[src/rtl/rr_mux_arbiter.sv]
// rr_mux_arbiter
//   Round-robin arbiter that owns the select lines of a shared 4:1 mux.
//   Four requesters (a,b,c,d) compete for the path. The arbiter registers a one-hot grant
//   and the matching select {s1,s0}, and drives w from the granted input.
//   A hold counter caps how long one owner can keep the path while others wait.
// Ports
//   clk    rising-edge clock
//   rst_n  asynchronous reset, active-low
//   req    request vector, bit0=a .. bit3=d
//   a..d   data inputs, selected by {s1,s0} = 0..3
//   gnt    registered one-hot grant, same bit order as req
//   s1,s0  registered select MSB/LSB
//   busy   registered, high while a grant is active
//   w      combinational mux output, forced to 0 when busy is low
module rr_mux_arbiter #(
  parameter int unsigned WIDTH    = 1,
  parameter int unsigned MAX_HOLD = 4
) (
  input  logic             clk,
  input  logic             rst_n,
  input  logic [3:0]       req,
  input  logic [WIDTH-1:0] a,
  input  logic [WIDTH-1:0] b,
  input  logic [WIDTH-1:0] c,
  input  logic [WIDTH-1:0] d,
  output logic [3:0]       gnt,
  output logic             s1,
  output logic             s0,
  output logic             busy,
  output logic [WIDTH-1:0] w
);

  localparam int unsigned CntW = $clog2(MAX_HOLD + 1);
  localparam logic [CntW-1:0] CntMax = CntW'(MAX_HOLD);
  localparam logic [CntW-1:0] CntOne = CntW'(1);

  typedef enum logic [0:0] {StIdle, StGrant} state_e;

  state_e          state_q;
  logic [3:0]      gnt_q;
  logic [1:0]      sel_q;
  logic            busy_q;
  logic [1:0]      ptr_q;
  logic [CntW-1:0] cnt_q;

  // First set bit of mask, scanning upward from start with wrap.
  // Scanning offsets high-to-low lets the lowest offset win.
  function automatic logic [1:0] pick(input logic [3:0] mask, input logic [1:0] start);
    logic [1:0] idx;
    logic [1:0] res;
    res = start;
    for (int i = 3; i >= 0; i--) begin
      idx = start + i[1:0];
      if (mask[idx]) res = idx;
    end
    return res;
  endfunction

  logic [1:0] owner_nxt;
  logic [3:0] others;
  logic [1:0] pick_idle;
  logic [1:0] pick_rel;
  logic [1:0] pick_rot;

  always_comb begin
    owner_nxt = sel_q + 2'd1;
    others    = req & ~(4'b0001 << sel_q);
    pick_idle = pick(req, ptr_q);
    // On release the owner's bit is already clear, so req itself is the other-requester set.
    pick_rel  = pick(req, owner_nxt);
    pick_rot  = pick(others, owner_nxt);
  end

  always_ff @(posedge clk or negedge rst_n) begin
    if (!rst_n) begin
      state_q <= StIdle;
      gnt_q   <= 4'b0000;
      sel_q   <= 2'b00;
      busy_q  <= 1'b0;
      ptr_q   <= 2'b00;
      cnt_q   <= '0;
    end else begin
      unique case (state_q)
        StIdle: begin
          if (|req) begin
            state_q <= StGrant;
            gnt_q   <= 4'b0001 << pick_idle;
            sel_q   <= pick_idle;
            busy_q  <= 1'b1;
            cnt_q   <= CntOne;
          end
        end
        StGrant: begin
          if (!req[sel_q]) begin
            ptr_q <= owner_nxt;
            if (|req) begin
              gnt_q <= 4'b0001 << pick_rel;
              sel_q <= pick_rel;
              cnt_q <= CntOne;
            end else begin
              // Select is left as-is in idle; w is masked by busy.
              state_q <= StIdle;
              gnt_q   <= 4'b0000;
              busy_q  <= 1'b0;
            end
          end else if ((cnt_q == CntMax) && (|others)) begin
            ptr_q <= owner_nxt;
            gnt_q <= 4'b0001 << pick_rot;
            sel_q <= pick_rot;
            cnt_q <= CntOne;
          end else if (cnt_q < CntMax) begin
            cnt_q <= cnt_q + CntOne;
          end
        end
        default: state_q <= StIdle;
      endcase
    end
  end

  assign gnt  = gnt_q;
  assign s1   = sel_q[1];
  assign s0   = sel_q[0];
  assign busy = busy_q;

  always_comb begin
    w = '0;
    if (busy_q) begin
      unique case (sel_q)
        2'd0: w = a;
        2'd1: w = b;
        2'd2: w = c;
        2'd3: w = d;
        default: w = '0;
      endcase
    end
  end

endmodule

[config.mk]
export PLATFORM = sky130hd
export DESIGN_NAME = rr_mux_arbiter
export DESIGN_NICKNAME = d
export VERILOG_FILES = /design/src/rtl/rr_mux_arbiter.sv
export SDC_FILE = /design/constraint.sdc
export NUM_CORES = 1
export LEC_CHECK = 0
export ABC_AREA = 1
export CORE_MARGIN = 3
export CORE_UTILIZATION = 40
export CTS_CLUSTER_DIAMETER = 120
export DETAILED_ROUTE_END_ITERATION = 7
export HOLD_SLACK_MARGIN = 0.15
export SLEW_MARGIN = 25
export SYNTH_ARGS = -nofsm -noshare
export SYNTH_HDL_FRONTEND = slang
export SYNTH_SLANG_ARGS = --single-unit
[constraint.sdc]
create_clock -name clk -period 2.99 [get_ports clk]
set_clock_uncertainty 0.05 [all_clocks]
set_input_delay 0.598 -clock clk [delete_from_list [all_inputs] [get_ports clk]]
set_output_delay 0.598 -clock clk [all_outputs]
set_load 0.01 [all_outputs]
==> results.cfg <==
[grt]
grt_pass1_vias = 1372
grt_max_degree = 18
antenna_found_initial = 0
grt-ovfl-total = 0
grt.total_usage_pct = 17.99
grt_pass1_wl_um = 6403

[sta]
finalSetupViolations = 0
max_clock_freq_mhz = 385.3
worstMarginPinSlew_ps = 605.1
slew_violations = 0
hold_viol = 0
min_period_ps = 2596
period_share_pct = 86.81
relSlewSlack_pct = 59.54
rsz0062_at_grt = false
setup_tns_ps = 0

[yosys]
ys.flop_type = dfrtp_1
synth_edf_count = 0
synth_area_per_cell_um2 = 6.277
synth-seq-cells = 13
ys_warn_count = 0
synth_cell_type_count = 35
synth-seq-area-share_pct = 21.42
synth_nets = 258
synth_area_mm2 = 0.001519
async_flop_share_pct = 100.0
synthCells = 242

[clock_tree]
clk_pin_slew_ps = 50
cts_resized = 0
clk_path_buf_depth = 2
htree_levels = 1
clkSinkCount = 13
cts_made_buffers = 3
cts_tree = done
cts_hold_buf = 0
insertion_delay_ps = 240
post-cts-setup-buffers = 0
root_buffer = clkbuf_8

[worst_setup_path]
critPathTopFamily = buffers and inverters
critPathArrivalTime_ps = 1950
cp.required_ps = 2340
crit_slowest_cell = clkdlybuf4s50_1
crit_type = reg -> out
critPathMostFrequentCell = inv_1
max_stage_delay_ps = 560
crit_fanout = 5
critPathBufInv = 3
start_kind = register
crit_path_cell_trace = inv_1 > ha_1 > inv_1 > o21ai_0 > a31oi_1 > clkdlybuf4s50_1
end_kind = output pin

[detailed_routing]
detail-route-antenna-nets = 0
drc = 0
vias_per_cell = 4.931
num_vias = 1504
wl_per_cell_um = 11.82
routed_wl_um = 3605
drt_iter0_markers = 84
dr.pass1.iters = 4

[die]
fp.coreArea_mm2 = 0.003495
initial_core_util_pct = 43.47
io_pins = 18
fp.dieH_um = 67.62
die_x_um = 67.62
dieArea_mm2 = 0.004572
rows = 21

[cells_and_area]
fillers = 390
num-nets-final = 276
area_growth_pct = 15.65
antenna_cells = 0
layout-drive-gt1-share_pct = 16.60

[place]
gp_congestion = 0.8144
dp_hpwl_um = 2887
portBuffers = 17

[run]
maxCapViolations = 0

[run_status]
run_status = complete, no violations

[min_path]
hold_path_class = reg -> reg
path summary, 6_finish.rpt:
check | from | endpoint | slack (ps) | depth (start not counted)
min in group asynchronous | rst_n | ptr_q[1]$_DFFE_PN0P_ | 680 | 1
worst min register to register | gnt[1]$_DFFE_PN0P_ | gnt[1]$_DFFE_PN0P_ | 430 | 2
worst max register to register | sel_q[1]$_DFFE_PN0P_ | gnt[3]$_DFFE_PN0P_ | 460 | 17
worst max-delay path | sel_q[1]$_DFFE_PN0P_ | w | 390 | 6
max in group asynchronous | rst_n | sel_q[1]$_DFFE_PN0P_ | 1810 | 1
worst min-delay path | gnt[1]$_DFFE_PN0P_ | gnt[1]$_DFFE_PN0P_ | 430 | 2
routing by layer:
| metal | track usage [%] | routed length [um] | vias to the layer above |
|---|---|---|---|
| li1 | - | - | 806 |
| met1 | 26.28 | 1836 | 672 |
| met2 | 27.95 | 1615 | 26 |
| met3 | 3.827 | 152 | 0 |
| met4 | 1.519 | 0 | 0 |
| met5 | 0 | 0 | - |
cells in the mapped netlist, types with 2 or more instances:
master    instances  area, um2
inv_1            24      90.09
nand2_2          15      93.84
nand3_1          19      95.09
nor2_1           15      56.30
inv_4             2      12.51
buf_6             3      33.78
dfrtp_1          13      325.3
nand4_1           4      25.02
nand2_4           2      22.52
a31oi_1           3      18.77
o21ai_4           2      32.53
nand3b_1          4      30.03
o21ai_0          11      55.05
ha_1              6      75.07
nand3_2           3      30.03
inv_2             5      18.77
nand2_1          85      319.1
a21oi_1           7      35.03
a21oi_2           3      26.28
placed cells by master, fill, tap and decap left out:
master	instances
nor2_1	15
clkbuf_8	3
inv_4	2
nand3b_2	1
inv_1	24
nand3_1	19
nand2_4	2
o21ai_4	2
a21oi_1	7
nand3b_1	4
nand3_2	3
nor3_2	1
o21ai_2	1
nor2_4	1
a21boi_1	1
a21oi_2	3
dfrtp_1	13
nor4_1	1
xor2_1	1
inv_2	5
xnor2_1	1
o21ai_1	1
ha_1	6
o21ai_0	11
and2_4	1
a31oi_1	3
nand4_1	4
buf_4	2
nand2_1	85
nor3_1	1
clkdlybuf4s50_1	17
nand2_2	15
nor4_2	1
clkbuf_1	1
clkinv_1	1
layout make-up:
type	instances	area [um2]	share of cell area [%]
Sequential cell	13	325.3	18.52
Multi-Input combinational cell	191	1018	57.98
Inverter	32	125.1	7.123
Clock buffer	4	45.04	2.564
Tap cell	46	57.56	3.276
Timing Repair Buffer	19	185.2	10.54
worst register-to-register path: stages, from the launching register on:
cell and delay (ps):
dfrtp_1 420, inv_1 150, ha_1 480, inv_4 180
nand2_1 60, nand2_1 170, nand2_1 100, nand2_1 70
nand2_1 50, nand2_1 70, nand2_1 50, nand2_1 70
nand2_2 80, nor2_4 110, nand3_2 60, nand2_1 70
nand2_1 90, a21oi_2 130
stage by stage:
step	util (%)	cell area (um2)	instances	hold WS (ps)	worst slack [ps]
floorplan	-	1519	242	252.4	609.4
global placement	48.98	1712	301	414.4	311.1
detailed placement	48.98	1712	301	420.7	319.0
CTS	50.27	1757	305	434.8	358.8
global route	50.27	1757	305	455.0	179.1
finish	50.27	1757	305	431.9	394.4
logic make-up after synthesis:
kind of cell / Yosys count / synth area share [%]
adders and majority gates: 6 / 4.942
DFF: 13 / 21.42
AOI/OAI and AO/OA: 29 / 12.44
and+or+nand+nor: 154 / 48.52
buffers and inverters: 38 / 11.53
xor gates and xnor gates: 2 / 1.153
state kept, by name (all words and copies together) (netlist names):
register,flops
cnt_q,3
sel_q,2
gnt,4
ptr_q,2
busy,1
state_q,1
Power is not shown: default switching activity piles up to over one toggle a cycle in this logic, so the estimate is an artifact.
